<file path="src/rtl/speck_pkg.sv">
// Shared SPECK32/64 constants, state encodings and word helpers for the iterative core.
package speck_pkg;

    localparam int unsigned WORD   = 16;
    localparam int unsigned ROUNDS = 22;
    localparam int unsigned ROT_A  = 7;
    localparam int unsigned ROT_B  = 2;
    localparam int unsigned RND_W  = 5;
    localparam int unsigned PT_W   = 32;
    localparam int unsigned KEY_W  = 64;

    // Field positions inside the plaintext/ciphertext and key buses
    localparam int unsigned X_LSB  = 16;
    localparam int unsigned Y_LSB  = 0;
    localparam int unsigned K0_LSB = 0;
    localparam int unsigned L0_LSB = 16;
    localparam int unsigned L1_LSB = 32;
    localparam int unsigned L2_LSB = 48;

    typedef enum logic [1:0] {IDLE, RUN, DONE} state_t;
    typedef enum logic [1:0] {P0, P1, P2, P3} phase_t;

    function automatic logic [WORD-1:0] ror(input logic [WORD-1:0] v, input int unsigned n);
        return (v >> n) | (v << (WORD - n));
    endfunction

    function automatic logic [WORD-1:0] rol(input logic [WORD-1:0] v, input int unsigned n);
        return (v << n) | (v >> (WORD - n));
    endfunction

    function automatic logic [WORD-1:0] maj(input logic [WORD-1:0] a, input logic [WORD-1:0] b,
                                            input logic [WORD-1:0] c);
        return (a & b) | (a & c) | (b & c);
    endfunction

endpackage

</file>
<file path="src/rtl/speck32_iter_ctrl_if.sv">
// Plaintext/key request and ciphertext response handshakes of the iterative SPECK controller.
interface speck32_iter_ctrl_if;
    import speck_pkg::*;

    logic                 in_valid;
    logic                 in_ready;
    logic [PT_W-1:0]      pt;
    logic [KEY_W-1:0]     key;
    logic                 out_valid;
    logic                 out_ready;
    logic [PT_W-1:0]      ct;
    logic [RND_W-1:0]     round_idx;

    modport master (output in_valid, pt, key, out_ready,
                    input  in_ready, out_valid, ct, round_idx);
    modport slave  (input  in_valid, pt, key, out_ready,
                    output in_ready, out_valid, ct, round_idx);
endinterface

</file>
<file path="src/rtl/speck_round_mux.sv">
// Per-phase operand selection for the shared adder and XOR unit.
module speck_round_mux
    import speck_pkg::*;
(
    input  phase_t           phase,
    input  logic [WORD-1:0]  x,
    input  logic [WORD-1:0]  y,
    input  logic [WORD-1:0]  k,
    input  logic [WORD-1:0]  l0,
    input  logic [WORD-1:0]  l2,
    input  logic [RND_W-1:0] round,
    output logic [WORD-1:0]  add_a_c,
    output logic [WORD-1:0]  add_b_c,
    output logic [WORD-1:0]  xor_b_c
);
    // Phases without an addition pass their operand through with a zero addend
    always_comb begin
        add_a_c = '0;
        add_b_c = '0;
        xor_b_c = '0;
        case (phase)
            P0: begin
                add_a_c = ror(x, ROT_A);
                add_b_c = y;
                xor_b_c = k;
            end
            P1: begin
                add_a_c = rol(y, ROT_B);
                xor_b_c = x;
            end
            P2: begin
                add_a_c = k;
                add_b_c = ror(l0, ROT_A);
                xor_b_c = WORD'(round);
            end
            P3: begin
                add_a_c = rol(k, ROT_B);
                xor_b_c = l2;
            end
            default: ;
        endcase
    end
endmodule

</file>
<file path="src/rtl/xor_mig.sv">
// 16-bit XOR word unit built from majority gates: xor = M(~M(a,b,0), M(a,b,1), 0).
module xor_mig
    import speck_pkg::*;
(
    input  logic [WORD-1:0] a,
    input  logic [WORD-1:0] b,
    output logic [WORD-1:0] y_c
);
    logic [WORD-1:0] and_ab;
    logic [WORD-1:0] or_ab;

    assign and_ab = maj(a, b, {WORD{1'b0}});
    assign or_ab  = maj(a, b, {WORD{1'b1}});
    assign y_c    = maj(~and_ab, or_ab, {WORD{1'b0}});
endmodule

</file>
<file path="src/rtl/speck32_iter_ctrl.sv">
// Iterative SPECK32/64 encryptor: one adder and one XOR unit sequenced over 22 rounds x 4 phases.
module speck32_iter_ctrl
    import speck_pkg::*;
(
    input  logic                clk,
    input  logic                rst_n,
    speck32_iter_ctrl_if.slave  bus
);
    state_t             state, state_nxt;
    phase_t             phase, phase_nxt;
    logic [RND_W-1:0]   round, round_nxt;
    logic [WORD-1:0]    x, x_nxt, y, y_nxt, k, k_nxt;
    logic [WORD-1:0]    l0, l0_nxt, l1, l1_nxt, l2, l2_nxt;
    logic [PT_W-1:0]    ct, ct_nxt;
    logic               in_ready_q, out_valid_q;
    logic [WORD-1:0]    add_a_c, add_b_c, xor_b_c, sum_c, res_c;

    speck_round_mux u_mux (
        .phase   (phase),
        .x       (x),
        .y       (y),
        .k       (k),
        .l0      (l0),
        .l2      (l2),
        .round   (round),
        .add_a_c (add_a_c),
        .add_b_c (add_b_c),
        .xor_b_c (xor_b_c)
    );

    assign sum_c = add_a_c + add_b_c;

    xor_mig u_xor (
        .a   (sum_c),
        .b   (xor_b_c),
        .y_c (res_c)
    );

    // Next-state, datapath write-back and ciphertext capture
    always_comb begin
        state_nxt = state;
        phase_nxt = phase;
        round_nxt = round;
        x_nxt     = x;
        y_nxt     = y;
        k_nxt     = k;
        l0_nxt    = l0;
        l1_nxt    = l1;
        l2_nxt    = l2;
        ct_nxt    = ct;
        case (state)
            IDLE: begin
                if (bus.in_valid) begin
                    state_nxt = RUN;
                    phase_nxt = P0;
                    round_nxt = '0;
                    x_nxt     = bus.pt[X_LSB +: WORD];
                    y_nxt     = bus.pt[Y_LSB +: WORD];
                    k_nxt     = bus.key[K0_LSB +: WORD];
                    l0_nxt    = bus.key[L0_LSB +: WORD];
                    l1_nxt    = bus.key[L1_LSB +: WORD];
                    l2_nxt    = bus.key[L2_LSB +: WORD];
                end
            end
            RUN: begin
                case (phase)
                    P0: x_nxt = res_c;
                    P1: y_nxt = res_c;
                    P2: begin
                        l0_nxt = l1;
                        l1_nxt = l2;
                        l2_nxt = res_c;
                    end
                    P3: k_nxt = res_c;
                    default: ;
                endcase
                phase_nxt = phase_t'(2'(phase + 2'd1));
                if (phase == P3) begin
                    if (round == RND_W'(ROUNDS - 1)) begin
                        // x and y are final here; the last key update is dropped
                        state_nxt = DONE;
                        round_nxt = '0;
                        ct_nxt    = {x, y};
                    end else begin
                        round_nxt = round + RND_W'(1);
                    end
                end
            end
            DONE: begin
                if (bus.out_ready) state_nxt = IDLE;
            end
            default: state_nxt = IDLE;
        endcase
    end

    always_ff @(posedge clk) begin
        if (!rst_n) begin
            state       <= IDLE;
            phase       <= P0;
            round       <= '0;
            x           <= '0;
            y           <= '0;
            k           <= '0;
            l0          <= '0;
            l1          <= '0;
            l2          <= '0;
            ct          <= '0;
            in_ready_q  <= 1'b1;
            out_valid_q <= 1'b0;
        end else begin
            state       <= state_nxt;
            phase       <= phase_nxt;
            round       <= round_nxt;
            x           <= x_nxt;
            y           <= y_nxt;
            k           <= k_nxt;
            l0          <= l0_nxt;
            l1          <= l1_nxt;
            l2          <= l2_nxt;
            ct          <= ct_nxt;
            in_ready_q  <= (state_nxt == IDLE);
            out_valid_q <= (state_nxt == DONE);
        end
    end

    assign bus.in_ready  = in_ready_q;
    assign bus.out_valid = out_valid_q;
    assign bus.ct        = ct;
    assign bus.round_idx = round;
endmodule
</file>
<file path="src/flat_wrapper.sv">
// flat-port wrapper written by rule: the top's interface ports become plain ports
module speck32_iter_ctrl_flat import speck_pkg::*;
  (clk, rst_n, bus_in_valid, bus_pt, bus_key, bus_out_ready, bus_in_ready, bus_out_valid, bus_ct, bus_round_idx);
  speck32_iter_ctrl_if bus_i ();
  input  logic clk;
  input  logic rst_n;
  input wire logic [$bits(bus_i.in_valid)-1:0] bus_in_valid;
  input wire logic [$bits(bus_i.pt)-1:0] bus_pt;
  input wire logic [$bits(bus_i.key)-1:0] bus_key;
  input wire logic [$bits(bus_i.out_ready)-1:0] bus_out_ready;
  output wire logic [$bits(bus_i.in_ready)-1:0] bus_in_ready;
  output wire logic [$bits(bus_i.out_valid)-1:0] bus_out_valid;
  output wire logic [$bits(bus_i.ct)-1:0] bus_ct;
  output wire logic [$bits(bus_i.round_idx)-1:0] bus_round_idx;
  assign bus_i.in_valid = bus_in_valid;
  assign bus_i.pt = bus_pt;
  assign bus_i.key = bus_key;
  assign bus_i.out_ready = bus_out_ready;
  assign bus_in_ready = bus_i.in_ready;
  assign bus_out_valid = bus_i.out_valid;
  assign bus_ct = bus_i.ct;
  assign bus_round_idx = bus_i.round_idx;
  speck32_iter_ctrl u_core (.clk(clk), .rst_n(rst_n), .bus(bus_i));
endmodule
</file>
<file path="config.mk">
export PLATFORM = sky130hd
export DESIGN_NAME = speck32_iter_ctrl_flat
export DESIGN_NICKNAME = d
export VERILOG_FILES = /design/src/rtl/speck_pkg.sv /design/src/rtl/speck32_iter_ctrl_if.sv /design/src/rtl/speck_round_mux.sv /design/src/rtl/xor_mig.sv /design/src/rtl/speck32_iter_ctrl.sv /design/src/flat_wrapper.sv
export SDC_FILE = /design/constraint.sdc
export NUM_CORES = 1
export LEC_CHECK = 0
export BUFFER_PORTS_ARGS = -buffer_cell sky130_fd_sc_hd__buf_2
export CORE_MARGIN = 2
export CORE_UTILIZATION = 28
export DETAILED_ROUTE_END_ITERATION = 7
export PLACE_DENSITY = 0.51
export RECOVER_POWER = 100
export SYNTH_ARGS = -nofsm -noshare
export SYNTH_HDL_FRONTEND = slang
export SYNTH_SLANG_ARGS = --single-unit
</file>
<file path="constraint.sdc">
create_clock -name clk -period 7.7 [get_ports clk]
set_input_delay 2.31 -clock clk [delete_from_list [all_inputs] [get_ports clk]]
set_output_delay 2.31 -clock clk [all_outputs]
set_load 0.05 [all_outputs]
</file>
Yosys cells after proc, flatten, opt, wreduce, memory -nomap -nowiden:

Cells that the tools add are included.

* bits of input ports: 100
* bits in registers: 139
* logic and storage cells: 78

* equality and inequality tests: 12
* bitwise gates (word level): 9
* reduce and logical (&&, ||, !) cells: 10
* mux-type cells: 32
* add/subtract/negate cells: 3

Operators with widths (count)
* $pmux W16 S2: 7
* $mux W16: 12
* $pmux W16 S4: 2
* $and A16 B16 Y16: 2
* $or A16 B16 Y16: 2
* $or A16 B2 Y16: 2
* $or A9 B16 Y16: 2
* $add A16 B16 Y16: 1
* $not A16 Y16: 1
* $mux W5: 3
* $reduce_and A3 Y1: 5
* $mux W2: 5
* $pmux W5 S2: 1
* $eq A2 B2 Y1 const B: 4
* $ne A2 B2 Y1 const B: 4
* $logic_not A2 Y1: 3
* $pmux W2 S3: 1
* $add A5 B1 Y5 const B: 1
* $eq A5 B5 Y1 const B: 1
* $eq A2 B1 Y1 const B: 2
* $pmux W2 S2: 1
* $add A2 B1 Y2 const B: 1
* $ne A2 B1 Y1 const B: 1
* $reduce_and A2 Y1: 1
* $reduce_bool A2 Y1: 1

Logic depth before layout (Yosys ltp):

Gate-level depths: netlist (run 1).

* depth after elaboration: 9
* gate-level depth with buffers: 16
* depth with buffers taken out: 14

Cells and area by module:

From an unflattened synthesis (run 1), not the netlist that was laid out.

* cells, all modules: 913
* area, all modules: 7856.3 sq um

Modules (own cells, without submodules)
* speck32_iter_ctrl: times used 1, cells an instance 810, area each 6676.4 sq um
* speck_round_mux: times used 1, cells an instance 87, area each 1039.7 sq um
* xor_mig: times used 1, cells an instance 16, area each 140.1 sq um

Worst setup path before layout (run 1):

OpenSTA, ideal clock, no wires.

* path type: register to register
* start: reg u_core.phase[0]
* end: reg u_core.y[8]
* stages on the path, launching flop included: 16
* arrival time: 3.317 ns
* library setup time: 0.117 ns
* path slack: 4.267 ns
* path buffers: 2
* period minus slack after synthesis: 3.433 ns
* required time: 7.583 ns
* path through: dfxtp_1 -> inv_1 -> ha_1 -> clkinv_1 -> buf_1 -> clkbuf_1 -> a21oi_1 -> ha_1 -> fa_1 -> a211oi_2 -> o21bai_1 -> a21oi_1 -> o21ai_1 -> xor2_1 -> and3_1 -> a22o_1

* cells in the longest elaborated chain, start to end: 9

RTL lines
* start, declared: RTL line speck32_iter_ctrl.sv:10 `phase_t phase, phase_nxt;`
* start signal, assigned: RTL line speck32_iter_ctrl.sv:112 `phase <= phase_nxt;`
* $eq A2 B2 Y1 (tied with other cells): RTL line speck_round_mux.sv:21 `case (phase)`
* $pmux W16 S4 or $pmux W16 S2 (tied branches): RTL line speck_round_mux.sv:21
* $add A16 B16 Y16: RTL line speck32_iter_ctrl.sv:31 `assign sum_c = add_a_c + add_b_c;`
* $and A16 B16 Y16: RTL line speck_pkg.sv:33 `return (a & b) | (a & c) | (b & c);`
* $or A16 B16 Y16 (2 in series): RTL line speck_pkg.sv:33
* $and A16 B16 Y16: RTL line speck_pkg.sv:33
* $mux W16: RTL line speck32_iter_ctrl.sv:66 `case (phase)`
* $pmux W16 S2: RTL line speck32_iter_ctrl.sv:51 `case (state)`
* end signal, assigned: RTL line speck32_iter_ctrl.sv:115 `y <= y_nxt;`
* end, declared: RTL line speck32_iter_ctrl.sv:12 `logic [WORD-1:0] x, x_nxt, y, y_nxt, k, k_nxt;`

Several ways; a longest one is shown, not always the timed one. The select of a mux whose other input is x is not followed.
A chain may end at the register's enable or synchronous reset.

==> results.yml, run 1 <==
run_status:
  status: "finished with violations"
  violations: "max-capacitance violations, max-slew violations"
timing:
  skew_ns: 0.01425
  finalSetupTns_ns: 0
  period_share: 0.7789
  fin_crit_ns: 5.997
  slew_headroom: -0.8515
  worst_pin_slew_ns: 2.777
  fmax_ghz: 0.1667
  setup_viol: 0
  rsz0062_at_grt: "false"
  slew_violations: 149
  setup_ws_ns: 1.703
  hold_viol_final: 0
die:
  rows: 59
  fp.dieW_um: 166.4
  num_io_pins: 139
  start_util: 0.2843
  coreArea_um2: 25980
  dieArea_um2: 27700
  die_h_um: 166.4
flow_run:
  max_cap_viol_count: 3
worst_setup_path:
  crit_required_ns: 8.04
  critPathCaptureType: "register"
  slowest_delay_ns: 2.03
  crit_slowest_cell: "clkbuf_1"
  start_kind: "input port"
  arrival_ns: 6.34
  worstPathCellList: "clkbuf_1 > clkbuf_1 > nand3b_1 > o21ai_0"
  cp_max_fo: 66
  critPathKind: "input port to register"
  crit_family: "buffers and inverters"
  cpMostUsedCell: "clkbuf_1"
  worst-path-buf-inv: 2
detailed_routing:
  dr.pass1.iters: 8
  drc: 0
  viasPerCell: 5.477
  routedWlPerCell_um: 22.09
  ant_nets: 0
  drt-initial-drc-count: 774
  finalWirelength_mm: 30.16
  vias: 7476
synthesis:
  syn_avg_cell_area_um2: 7.979
  syn_area_um2: 7388
  syn_nets: 1049
  yosys_register_bits: 139
  ys_async_sr_fraction: 0
  synth_area_leader_cell: "dfxtp_1"
  ys_top_cells_by_area: "dfxtp_1 38%, nand2_1 8.9%, a21oi_1 7.0%"
  yosysTopAreaCellShare: 0.3766
  synth_cells: 926
  synth-warning-count: 0
  synth-edff-count: 0
  synth_seq_area_share: 0.3766
  yosys.cell_count.top_type: "nand2_1"
  yosysUniqueCellTypes: 54
  synth_common_cells: "176 x nand2_1, 139 x dfxtp_1, 103 x a21oi_1, 66 x o21ai_0, 55 x nand3_1"
  ys.flop_type: "dfxtp_1"
global_routing:
  gr-usage-all-layers: 0.2133
  antenna_found_initial: 0
  grt_max_degree: 85
  grt_pass1_wl_mm: 44.71
  globalRoute.totalOverflow: 0
  grt_pass1_vias: 6999
clock_network:
  cts_buffers: 17
  clk-insertion-delay-late_ns: 0.44
  ctsResizeCount: 0
  ctsHoldBuffers: 0
  cts_setup_buffers: 0
  root_buffer: "clkbuf_16"
  clk_pin_slew_worst_paths_ns: 0.07
  h-tree-depth: 4
  cts_tree: "yes"
  clockBufferDepth: 2
  cts.sinks: 139
placed_design:
  place.gp.congestion: 0.8974
  dp_worst_setup_slack_ns: 2.802
  port_buffers: 138
  hpwlAfterDp_mm: 22.08
pwr:
  irDropWorstVdd_v: 0.0001165
  power.total_mw: 2.180
  power.leakage_nw: 3.694
  p_per_area_nw_per_um2: 247.6
min_path:
  hp-class: "register to register"
cells_and_area:
  drive_above_1_share: 0.1485
  antennaDiodeCount: 0
  nets: 1140
  syn2layout_area_growth_pct: 19.19
-- per-stage QoR --
step	utilization	instances	hold WS (ns)	area (µm²)
2_1_floorplan	-	926	0.4515	7388
3_3_place_gp	0.3186	1333	0.4476	8279
3_5_place_dp	0.3186	1333	0.4544	8279
4_1_cts	0.3421	1365	0.4636	8890
5_1_grt	0.3389	1365	0.4875	8806
6_report	0.3389	1365	0.4665	8806
-- cell families (layout without fill, tap and decap cells) --
group,Yosys count,count (layout),synth area share
compound gates,353,353,0.3265
simple gates,290,290,0.1655
flops,139,139,0.3766
buf+inv,89,193,0.05216
xor+xnor,30,30,0.03658
fa+ha+maj,23,23,0.03997
mux,2,2,0.002710
-- sequential cells by signal (all words and copies together), names as in the netlist --
| register | cells |
|---|---|
| u_core.x | 16 |
| u_core.y | 16 |
| u_core.l0 | 16 |
| u_core.bus.in_ready | 1 |
| u_core.l2 | 16 |
| u_core.l1 | 16 |
| u_core.state | 2 |
| u_core.k | 16 |
| u_core.bus.ct | 32 |
| u_core.bus.round_idx | 5 |
| u_core.phase | 2 |
| u_core.bus.out_valid | 1 |
-- placed cells by master (no fill, tap or decap), types with 6 or more instances in the layout --
master     Yosys  final
nand2_1      176    176
xor2_1         7      7
a222oi_1      21     21
xnor2_1       22     22
o31ai_1        8      8
a22o_1        19     19
a21oi_1      103    106
o21ai_0       66     72
o211ai_1       8      8
dfxtp_1      139    139
buf_4          2     10
ha_1          22     22
a21boi_0      34     35
nand3_1       55     55
o211a_1       33     33
buf_2         23     98
a21o_1        10     10
nor2_1        36     34
a221o_1        6      6
clkbuf_1      50     43
inv_1          9      9
a22oi_1        7      7
clkbuf_16      0     17
-- path summary, 6_finish.rpt --
check	start	endpoint	slack [ns]	cells past startpoint
worst max-delay path	rst_n	u_core.k[11]$_SDFFE_PN0P_	1.70	4
worst min-delay path	u_core.bus.ct[16]$_SDFFE_PN0P_	u_core.bus.ct[16]$_SDFFE_PN0P_	0.47	2
worst max register to register	u_core.phase[0]$_SDFFE_PN0P_	u_core.k[12]$_SDFFE_PN0P_	2.35	14
worst min register to register	u_core.bus.ct[16]$_SDFFE_PN0P_	u_core.bus.ct[16]$_SDFFE_PN0P_	0.47	2
-- report_power, final --
part / switching, mW / internal [mW] / total, mW / leakage, nW
Clock: 0.370 / 0.499 / 0.869 / 0.292
Sequential: 0.0801 / 0.772 / 0.852 / 1.14
Combinational: 0.286 / 0.173 / 0.459 / 2.26
Total: 0.736 / 1.44 / 2.18 / 3.69
-- area by class of cell --
| type | count | area, µm² |
|---|---|---|
| fillers | 2863 | 17180 |
| multi-input cells | 698 | 4229 |
| flip-flops and latches | 139 | 2783 |
| repair buffers | 151 | 726.9 |
| clock buffers | 18 | 439.2 |
| well taps | 335 | 419.2 |
| clock inverters | 14 | 171.4 |
| inverters | 10 | 37.54 |
-- per-layer routing --
| metal | up-vias | global-route usage | part of all wire |
|---|---|---|---|
| met5 | - | 0 | 0 |
| met4 | 0 | 0.07384 | 0.028 |
| met3 | 36 | 0.03731 | 0.071 |
| met2 | 316 | 0.3146 | 0.43 |
| met1 | 3577 | 0.3120 | 0.47 |
| li1 | 3547 | - | - |
-- tightest hold or removal path: stages (launching register included) --
cell      delay [ns]
dfxtp_1         0.31
nand2_1         0.04
a21boi_0        0.06
(Power assumes the default switching activity.)
==> inputs of run 2 (changes only) <==
ABC_AREA = 1   (was not set)
PLACE_DENSITY = 0.53   (was 0.51)
clock period = 4.93 ns   (was 7.7 ns; I/O delays follow)
==> run 2 against run 1 <==
Effect of this change: the run still ends with max-capacitance violations, max-slew violations left; global-route usage is essentially flat; critical path depth rose by 9; sequential power up 58%; largest power group unchanged.
==> results.yml, run 2 <==
timing:
  slew_violations: 36
  rsz0062_at_grt: "false"
  finalSetupTns_ns: 0
  skew_ns: 0.008869
  fmax_ghz: 0.2466
  setup_viol: 0
  hold_viol_final: 0
  fin_crit_ns: 4.055
  worst_pin_slew_ns: 1.530
  period_share: 0.8226
  slew_headroom: -0.02014
placed_design:
  hpwlAfterDp_mm: 22.25
  dp.cells: 1487
  place.gp.congestion: 0.9439
  port_buffers: 138
  place_area_um2: 8314
detailed_routing:
  vias: 7974
  dr.pass1.iters: 5
  drt-initial-drc-count: 668
  ant_nets: 0
  finalWirelength_mm: 29.98
  routedWlPerCell_um: 19.74
  drc: 0
  viasPerCell: 5.250
die:
  rows: 59
  num_io_pins: 139
  start_util: 0.2834
  die_h_um: 165.9
  dieArea_um2: 27540
  coreArea_um2: 25910
  fp.dieW_um: 165.9
global_routing:
  grt_pass1_wl_mm: 45.17
  antenna_found_initial: 0
  grt_pass1_vias: 7563
  gr-usage-all-layers: 0.2135
  grt_max_degree: 81
  globalRoute.totalOverflow: 0
cells_and_area:
  syn2layout_area_growth_pct: 20.72
  final_cell_mix: "219 x a21oi_1, 181 x nand2_1, 160 x o21ai_0, 139 x dfxtp_1, 99 x inv_1"
  final_area_um2: 8865
  drive_above_1_share: 0.1302
  nets: 1294
  final_common_cell: "a21oi_1"
  final_core_util: 0.3421
  final_cells: 1519
  largest_register: "u_core.bus.ct"
  largest_register_ffs: 32
run_status:
  violations: "max-capacitance violations, max-slew violations"
  status: "finished with violations"
synthesis:
  ys.flop_type: "dfxtp_1"
  synth-edff-count: 0
  syn_nets: 1191
  syn_avg_cell_area_um2: 6.876
  synth_area_leader_cell: "dfxtp_1"
  synth_common_cells: "219 x a21oi_1, 181 x nand2_1, 157 x o21ai_0, 139 x dfxtp_1, 99 x inv_1"
  synth-warning-count: 0
  yosys_register_bits: 139
  ys_top_cells_by_area: "dfxtp_1 38%, a21oi_1 15%, o21ai_0 11%"
  synth_seq_area_share: 0.3789
  yosys.cell_count.top_type: "a21oi_1"
  ys_async_sr_fraction: 0
  syn_area_um2: 7343
  yosysUniqueCellTypes: 33
  yosysTopAreaCellShare: 0.3789
  synth_cells: 1068
clock_network:
  cts_buffers: 17
  cts.sinks: 139
  clk_pin_slew_worst_paths_ns: 0.06
  ctsHoldBuffers: 0
  h-tree-depth: 4
  clk-insertion-delay-late_ns: 0.43
  cts_setup_buffers: 0
  cts_tree: "yes"
  ctsResizeCount: 0
  root_buffer: "clkbuf_16"
  clockBufferDepth: 2
worst_setup_path:
  cp_max_fo: 18
  arrival_ns: 4.33
  critPathCaptureType: "register"
  start_kind: "register"
  critPathKind: "register to register"
  crit_required_ns: 5.20
pwr:
  power.total_mw: 3.500
  irDropWorstVdd_v: 0.0001905
  p_per_area_nw_per_um2: 394.9
  power.leakage_nw: 3.549
flow_run:
  max_cap_viol_count: 1
min_path:
  hp-class: "register to register"
[run 2: changes by cell type after synthesis, moves of 17 or more]
cell	change
nand3_1	-23
a21oi_1	+116
a31oi_1	+31
o21ai_0	+91
a222oi_1	-21
xnor2_1	-17
o211a_1	-33
a21boi_0	-34
inv_1	+90
[run 2: kinds of logic after synthesis]
logic type / Yosys count / synth area share
xor+xnor: 9 / 0.01073
flops: 139 / 0.3789
buf+inv: 173 / 0.08962
fa+ha+maj: 23 / 0.04021
simple gates: 267 / 0.1470
compound gates: 457 / 0.3334
[run 2: worst max-delay path: stages (launching register included)]
cell	delay, ns
dfxtp_1	0.41
inv_1	0.10
ha_1	0.37
inv_1	0.46
clkbuf_1	0.53
nor2_1	0.08
a21oi_1	0.16
ha_1	0.21
fa_1	0.19
nand2_1	0.08
a21oi_1	0.35
xnor2_1	0.16
o21ai_0	0.64
a21oi_1	0.14
[run 2: stage by stage]
step / hold WS, ns / setup WS, ns
CTS: 0.4450 / 1.315
floorplan: 0.4562 / 1.961
global route: 0.4612 / 0.6565
global placement: 0.4311 / 1.434
finish: 0.4447 / 0.8747
detailed placement: 0.4346 / 1.328
[run 2: worst paths after layout]
kind	start	to	slack, ns	depth (start not counted)
max	u_core.phase[0]$_SDFFE_PN0P_	u_core.y[4]$_SDFFE_PN0P_	0.87	13
min	u_core.bus.ct[10]$_SDFFE_PN0P_	u_core.bus.ct[10]$_SDFFE_PN0P_	0.44	2
max reg2reg	u_core.phase[0]$_SDFFE_PN0P_	u_core.y[4]$_SDFFE_PN0P_	0.87	13
min reg2reg	u_core.bus.ct[10]$_SDFFE_PN0P_	u_core.bus.ct[10]$_SDFFE_PN0P_	0.44	2
[run 2: layout make-up]
type / count / area, µm²
Clock inverter: 14 / 182.7
Clock buffer: 17 / 425.4
Inverter: 103 / 386.6
Multi-Input combinational cell: 756 / 3915
Tap cell: 335 / 419.2
Fill cell: 2846 / 17050
Antenna cell: 1 / 2.502
Timing Repair Buffer: 154 / 750.7
Sequential cell: 139 / 2783
[run 2: layer usage]
| metal | global-route usage | vias to the layer above | wire length [µm] |
|---|---|---|---|
| met5 | 0 | - | 0 |
| met1 | 0.2807 | 3731 | 13000 |
| met2 | 0.3435 | 302 | 13870 |
| met4 | 0.09716 | 0 | 1297 |
| met3 | 0.03575 | 65 | 1818 |
| li1 | - | 3876 | - |
[run 2: where the power goes]
| part | internal (mW) | switching, mW |
|---|---|---|
| clock | 0.806 | 0.554 |
| combinational | 0.268 | 0.526 |
| sequential | 1.22 | 0.129 |
| total | 2.29 | 1.21 |
